===== config.mk =====
export PLATFORM = sky130hd
export DESIGN_NAME = universal_shift_register_flat
export DESIGN_NICKNAME = d
export VERILOG_FILES = /design/src/rtl/universal_shift_register_if.sv /design/src/rtl/universal_shift_register.sv /design/src/flat_wrapper.sv
export SDC_FILE = /design/constraint.sdc
export NUM_CORES = 1
export LEC_CHECK = 0
export ABC_CLOCK_PERIOD_IN_PS = 1600
export CORE_AREA = 2 2 39 41
export CTS_BUF_LIST = sky130_fd_sc_hd__clkbuf_16
export DETAILED_ROUTE_END_ITERATION = 8
export DIE_AREA = 0 0 41 43
export HOLD_SLACK_MARGIN = 0.06
export PLACE_DENSITY = 0.76
export RECOVER_POWER = 100
export SYNTH_ARGS = -nofsm -noshare
export SYNTH_HDL_FRONTEND = slang
export SYNTH_SLANG_ARGS = --single-unit

===== constraint.sdc =====
create_clock -name clk -period 1.6 [get_ports clk]
set_input_delay 0.32 -clock clk [delete_from_list [all_inputs] [get_ports clk]]
set_output_delay 0.32 -clock clk [all_outputs]
set_load 0.1 [all_outputs]

===== src/rtl/universal_shift_register_if.sv =====
// universal_shift_register_if
//
// Bundles the control, data and status signals of the universal shift
// register so that a driver and the register can be connected through one
// port. Clock and reset are not part of the bundle.
//
// Parameters:
//   WIDTH  register width in bits (>= 2)
//
// Signals:
//   en           clock enable; 0 freezes all register state
//   mode         operation select (HOLD/SHL/SHR/ROL/ROR/LOAD/CLR/reserved)
//   ser_in_r     serial bit entering the LSB on shift left
//   ser_in_l     serial bit entering the MSB on shift right
//   load_data    parallel load value
//   data_out     registered register contents
//   ser_out_msb  data_out[WIDTH-1]
//   ser_out_lsb  data_out[0]
//   bit_count    serial shifts accumulated in the current word
//   word_valid   one-cycle pulse when WIDTH serial shifts complete a word
//
// Modports:
//   master  drives the controls, observes the status
//   slave   the shift register itself
interface universal_shift_register_if #(
  parameter int WIDTH = 4
);
  localparam int CW = $clog2(WIDTH) + 1;

  logic             en;
  logic [2:0]       mode;
  logic             ser_in_r;
  logic             ser_in_l;
  logic [WIDTH-1:0] load_data;
  logic [WIDTH-1:0] data_out;
  logic             ser_out_msb;
  logic             ser_out_lsb;
  logic [CW-1:0]    bit_count;
  logic             word_valid;

  modport master (
    output en, mode, ser_in_r, ser_in_l, load_data,
    input  data_out, ser_out_msb, ser_out_lsb, bit_count, word_valid
  );

  modport slave (
    input  en, mode, ser_in_r, ser_in_l, load_data,
    output data_out, ser_out_msb, ser_out_lsb, bit_count, word_valid
  );
endinterface


===== src/rtl/universal_shift_register.sv =====
// universal_shift_register
//
// Parametrised multi-mode shift register: hold, shift left/right with
// independent serial inputs, rotate left/right, parallel load and clear.
// A shift counter pulses word_valid each time WIDTH serial shifts have
// assembled a complete word, so the block doubles as a deserialiser.
//
// Parameters:
//   WIDTH  register width in bits (>= 2); must match the interface WIDTH
//
// Ports:
//   clk    rising-edge clock
//   reset  synchronous, active-low reset; overrides en and mode
//   bus    universal_shift_register_if.slave (controls in, status out)
module universal_shift_register #(
  parameter int WIDTH = 4
) (
  input  logic                        clk,
  input  logic                        reset,
  universal_shift_register_if.slave   bus
);
  localparam int CW = $clog2(WIDTH) + 1;

  typedef enum logic [2:0] {
    MODE_HOLD = 3'b000,
    MODE_SHL  = 3'b001,
    MODE_SHR  = 3'b010,
    MODE_ROL  = 3'b011,
    MODE_ROR  = 3'b100,
    MODE_LOAD = 3'b101,
    MODE_CLR  = 3'b110,
    MODE_RSVD = 3'b111
  } mode_e;

  mode_e            op;
  logic [WIDTH-1:0] data_q, data_d;
  logic [CW-1:0]    count_q, count_d;
  logic             valid_q, valid_d;
  logic             serial_shift;

  assign op = mode_e'(bus.mode);

  // Next-state decode. Everything defaults to "hold, no pulse", so en==0
  // and the non-counting modes simply fall through to those defaults.
  // Serial and load inputs are only looked at in the modes that use them,
  // which keeps unknowns on idle inputs out of the register.
  always_comb begin
    data_d       = data_q;
    count_d      = count_q;
    valid_d      = 1'b0;
    serial_shift = 1'b0;

    if (bus.en) begin
      case (op)
        MODE_SHL: begin
          data_d       = {data_q[WIDTH-2:0], bus.ser_in_r};
          serial_shift = 1'b1;
        end
        MODE_SHR: begin
          data_d       = {bus.ser_in_l, data_q[WIDTH-1:1]};
          serial_shift = 1'b1;
        end
        MODE_ROL: data_d = {data_q[WIDTH-2:0], data_q[WIDTH-1]};
        MODE_ROR: data_d = {data_q[0], data_q[WIDTH-1:1]};
        MODE_LOAD: begin
          data_d  = bus.load_data;
          count_d = '0;
        end
        MODE_CLR: begin
          data_d  = '0;
          count_d = '0;
        end
        default: data_d = data_q;
      endcase

      // Both shift directions feed the same word counter; the pulse is
      // registered alongside the last shift so it lines up with the word.
      if (serial_shift) begin
        if (count_q == CW'(WIDTH - 1)) begin
          count_d = '0;
          valid_d = 1'b1;
        end else begin
          count_d = count_q + CW'(1);
        end
      end
    end
  end

  // State registers with synchronous active-low reset; a reset mid-word
  // throws away the partial count.
  always_ff @(posedge clk) begin
    if (!reset) begin
      data_q  <= '0;
      count_q <= '0;
      valid_q <= 1'b0;
    end else begin
      data_q  <= data_d;
      count_q <= count_d;
      valid_q <= valid_d;
    end
  end

  assign bus.data_out    = data_q;
  assign bus.ser_out_msb = data_q[WIDTH-1];
  assign bus.ser_out_lsb = data_q[0];
  assign bus.bit_count   = count_q;
  assign bus.word_valid  = valid_q;
endmodule


===== src/flat_wrapper.sv =====
// flat-port wrapper written by rule: the top's interface ports become plain ports
module universal_shift_register_flat 
#(
  parameter int WIDTH = 4
)
  (clk, reset, bus_en, bus_mode, bus_ser_in_r, bus_ser_in_l, bus_load_data, bus_data_out, bus_ser_out_msb, bus_ser_out_lsb, bus_bit_count, bus_word_valid);
  universal_shift_register_if #(.WIDTH(WIDTH)) bus_i ();
  input  logic clk;
  input  logic reset;
  input wire logic [$bits(bus_i.en)-1:0] bus_en;
  input wire logic [$bits(bus_i.mode)-1:0] bus_mode;
  input wire logic [$bits(bus_i.ser_in_r)-1:0] bus_ser_in_r;
  input wire logic [$bits(bus_i.ser_in_l)-1:0] bus_ser_in_l;
  input wire logic [$bits(bus_i.load_data)-1:0] bus_load_data;
  output wire logic [$bits(bus_i.data_out)-1:0] bus_data_out;
  output wire logic [$bits(bus_i.ser_out_msb)-1:0] bus_ser_out_msb;
  output wire logic [$bits(bus_i.ser_out_lsb)-1:0] bus_ser_out_lsb;
  output wire logic [$bits(bus_i.bit_count)-1:0] bus_bit_count;
  output wire logic [$bits(bus_i.word_valid)-1:0] bus_word_valid;
  assign bus_i.en = bus_en;
  assign bus_i.mode = bus_mode;
  assign bus_i.ser_in_r = bus_ser_in_r;
  assign bus_i.ser_in_l = bus_ser_in_l;
  assign bus_i.load_data = bus_load_data;
  assign bus_data_out = bus_i.data_out;
  assign bus_ser_out_msb = bus_i.ser_out_msb;
  assign bus_ser_out_lsb = bus_i.ser_out_lsb;
  assign bus_bit_count = bus_i.bit_count;
  assign bus_word_valid = bus_i.word_valid;
  universal_shift_register #(.WIDTH(WIDTH)) u_core (.clk(clk), .reset(reset), .bus(bus_i));
endmodule

# After elaboration in Yosys (flattened, before gate mapping)
# Index checks and enable logic that the tools add are counted.
# word_totals
out_inout_bits,10
inputBits,12
register_bits,8
word_cells,25
# op_classes
muxes,7
n_reduce_logical,7
addsub,1
eq_ne,7
# ops
cell,count
one-hot mux 4 bit (6 select lines),1
equality test 3 x 2 -> 1 bit (second input constant),3
equality test 3 bit (second input constant),3
2-to-1 mux 3 bit,3
nonzero test 6 bit,1
AND reduction 2 bit,2
OR reduction 2 bit,2
adder 3 x 1 -> 3 bit (second input constant),1
equality test 3 x 1 -> 1 bit (second input constant),1
2-to-1 mux 1 bit,3
AND reduction 3 bit,1
nonzero test 2 bit,1

# Logic depth before layout (Yosys ltp)
# logic_depth
word_depth,6
ltp_mapped,5
mapped_depth_nobuf,4

# Worst setup path after synthesis
# No wires, ideal clock.
# synth_timing
path_type,register -> register
startpoint,"register u_core.count_q[0], in the netlist u_core.bus.bit_count[0]"
endpoint,"register u_core.count_q[0], in the netlist u_core.bus.bit_count[0]"
stages_incl_launch_ff,5
setup_time_ns,0.070
period_less_slack_ns,1.769
path_slack_ns,-0.169
t_arrival_ns,1.699
required_ns,1.530
cell_sequence,dfxtp_1 -> ha_1 -> nor2b_1 -> or4_1 -> a21boi_1
# synth_via
elab_chain_len,3
word_cells_on_any_way,4
cone_classes,1 x add/sub; 1 x eq/ne; 2 x mux
# synth_lines
item,line_no,rtl
from (decl),universal_shift_register.sv:37,"logic [CW-1:0] count_q, count_d;"
from (signal assigned),universal_shift_register.sv:98,count_q <= count_d;
adder 3 x 1 -> 3 bit or equality test 3 x 2 -> 1 bit (tied branches),"universal_shift_register.sv:83, universal_shift_register.sv:79",
2-to-1 mux 3 bit *,universal_shift_register.sv:79,if (count_q == CW'(WIDTH - 1)) begin
2-to-1 mux 3 bit *,universal_shift_register.sv:78,if (serial_shift) begin
# Every way passes the cells marked *; elsewhere a longest branch is shown, timed or not.
# A chain may end at the register's enable or synchronous reset.

# Final worst setup path
# layout_timing
startpoint,input bus_en
endpoint,"register u_core.count_q[0], in the netlist u_core.bus.bit_count[0]"
# layout_via
elab_chain_len,1
# layout_lines
item,line_no,rtl
from (decl),flat_wrapper.sv:10,input wire logic [$bits(bus_i.en)-1:0] bus_en;
AND reduction 2 bit (no source line),n/a,
# No other way between the ends.

==> results.sh <==
export IMPL_diodes=0
export IMPL_cts_root_buf="clkbuf_16"
export IMPL_die_area_sq_um=1760
export IMPL_vias=574
export IMPL_post_route_period_util_pct=94.4
export IMPL_synth_top_area_share_pct=33.1
export IMPL_hold_class="flop to flop"
export IMPL_instances_no_fill=106
export IMPL_hold_depth=2
export IMPL_io_pins=22
export IMPL_status="finished clean"
export IMPL_ys_seq_area_share_pct=33.1
export IMPL_synthDistinctLibCells=29
export IMPL_critPathKind="input pin to flop"
export IMPL_arrival_ps=1660
export IMPL_yosysWarnings=0
export IMPL_clockBufferDepth=2
export IMPL_overflow=0
export IMPL_syn_area_sq_um=484
export IMPL_areaGrowthSynthToFinish_pct=72.6
export IMPL_cts_max_level=1
export IMPL_wl_per_cell_um=13.8
export IMPL_drtAntennaViolNets=0
export IMPL_rows=14
export IMPL_critPathRequiredTime_ps=1740
export IMPL_hold_violations=0
export IMPL_rsz0062_at_grt="false"
export IMPL_synth_top_area_cell="dfxtp_1"
export IMPL_pwr_density_cell_nw_per_um2=1060
export IMPL_worst_r2r_path_depth=4
export IMPL_dp_hpwl_um=1010
export IMPL_syn_avg_cell_area_sq_um=7.81
export IMPL_wl_um=1460
export IMPL_cts_made_buffers=3
export IMPL_fin_crit_ps=1510
export IMPL_nets=105
export IMPL_first_iter_violations=25
export IMPL_worstMarginPinSlew_ps=543
export IMPL_place_inst=103
export IMPL_drt_first_pass_iters=4
export IMPL_grt_pass1_wl_um=2300
export IMPL_setup_violations=0
export IMPL_initial_core_util_pct=35.0
export IMPL_critPathLaunchType="input pin"
export IMPL_cp_max_fo=4
export IMPL_die_w_um=41
export IMPL_cts_clk_slew_worst_paths_ps=40
export IMPL_ys_seq_elements=8
export IMPL_most_common_layout_cells="8 x nand2_1, 8 x clkdlybuf4s50_1, 7 x o21ai_0, 7 x buf_4"
export IMPL_antenna_found_initial=0
export IMPL_grt_max_degree=14
export IMPL_fmax_ghz=0.662
export IMPL_drv_cap=0
export IMPL_clock_sinks=8
export IMPL_synthTopCellsByArea="dfxtp_1 33%, o21ai_0 7.2%, nand2_1 6.2%"
export IMPL_place_gp_congestion=0.825
export IMPL_port_buffers=21
export IMPL_core_sq_um=1380
export IMPL_slew_violations=0
export IMPL_grt_pass1_vias=498
export IMPL_synth_nets=75
export IMPL_fin_util_pct=60.4
export IMPL_drc_errors=0
export IMPL_grt_total_usage_pct=19.2
export IMPL_synth_cells=62
export IMPL_fin_skew_ps=0.342
export IMPL_viasPerCell=5.42
export IMPL_holdBufCountCts=0
export IMPL_cts_tree="yes"
export IMPL_slew_headroom_pct=63.9
export IMPL_cts_setup_buffers=0
export IMPL_final_layout_size_suffix_gt1_share_pct=27.8
export IMPL_worst_skew_pair_late_latency_ps=230
export IMPL_endpoint_kind="flop"
export IMPL_ir_worst_vdd_mv=0.396
export IMPL_fillCellCount=119
export IMPL_p_leak_uw=0.000377
export IMPL_fp_dieH_um=43
[synthesized netlist by cell type]
| library cell | instances |
|---|---|
| nand2_1 | 8 |
| xnor2_1 | 1 |
| buf_4 | 2 |
| o21ai_0 | 7 |
| a21boi_1 | 1 |
| nand3b_1 | 1 |
| nor3_1 | 3 |
| dfxtp_1 | 8 |
| a31oi_1 | 2 |
| a221oi_1 | 1 |
| nor2_1 | 5 |
| a21oi_1 | 1 |
| xor2_1 | 1 |
| nor2b_1 | 2 |
| nand3_1 | 1 |
| a21o_1 | 2 |
| or4_1 | 1 |
| a211oi_1 | 1 |
| o211a_1 | 1 |
| nor3b_1 | 2 |
| nand4b_1 | 1 |
| and3_1 | 1 |
| o311a_1 | 1 |
| clkbuf_1 | 2 |
| inv_1 | 1 |
| buf_2 | 1 |
| a21boi_0 | 1 |
| ha_1 | 1 |
| a32oi_1 | 2 |
[area by class of cell]
type / count / area (sq um) / area share [%]
multi-input combinational: 48 / 303 / 36.2
timing repair buffer: 30 / 272 / 32.5
sequential: 8 / 163 / 19.5
clock buffer: 3 / 75.1 / 8.98
tap: 16 / 20.0 / 2.40
inverter: 1 / 3.75 / 0.449
[state kept, by name, indices dropped and copies added, names as in the netlist]
signal,cells
u_core.bus.word_valid,1
u_core.bus.bit_count,3
u_core.bus.data_out,4
[worst paths after layout]
path	start	to	slack, ps
min	u_core.bus.bit_count[1]$_SDFFE_PN0P_	u_core.bus.bit_count[1]$_SDFFE_PN0P_	490
max	bus_en	u_core.bus.bit_count[0]$_SDFFE_PN0P_	90
max reg2reg	u_core.bus.bit_count[0]$_SDFFE_PN0P_	u_core.bus.bit_count[0]$_SDFFE_PN0P_	270
min reg2reg	u_core.bus.bit_count[1]$_SDFFE_PN0P_	u_core.bus.bit_count[1]$_SDFFE_PN0P_	490
[metrics by stage]
stage / total power, uW / TNS (ps) / area [sq um] / hold WS [ps] / worst slack (ps)
2_1_floorplan: 378 / -74.8 / 489 / 438 / -74.8
3_3_place_gp: 498 / -429 / 872 / 476 / -147
3_5_place_dp: 502 / -594 / 872 / 508 / -233
4_1_cts: 922 / 0 / 947 / 513 / 7.03
5_1_grt: 910 / 0 / 836 / 512 / 15.2
6_report: 883 / 0 / 836 / 490 / 89.7
[power by group]
group	leakage, uW	total (uW)	internal (uW)	switching, uW
clock	0.0000370	415	322	93.4
sequential	0.0000663	225	211	13.9
combinational	0.000274	243	86.1	157
[per-layer routing]
| metal | up-vias | share of wire [%] | GRT usage, % |
|---|---|---|---|
| met5 | - | 0 | 0 |
| met4 | 0 | 1.0 | 10.0 |
| met3 | 2 | 9.9 | 1.57 |
| met2 | 35 | 45 | 26.9 |
| met1 | 254 | 44 | 28.1 |
| li1 | 283 | - | - |
[repair_timing]
action                                 CTS  global route
setup endpoints to repair                0             2
endpoints found under the hold margin    0             0
gates resized for setup                  0             5
[logic make-up (layout without fill, tap and decap cells)]
kind of cell / after synthesis / count (layout) / synth area share (%)
adders and majority gates: 1 / 1 / 2.58
and+or+nand+nor: 25 / 25 / 26.1
AOI/OAI and AO/OA: 20 / 20 / 28.2
xor gates and xnor gates: 2 / 2 / 3.62
buffers and inverters: 6 / 34 / 6.46
DFF: 8 / 8 / 33.1
[critical path: stages]
cell and delay (ps):
dlygate4sd3_1 600, nand2_1 90, or4_4 470, a21boi_1 160
Note: power is estimated with default switching activity, not from simulation.
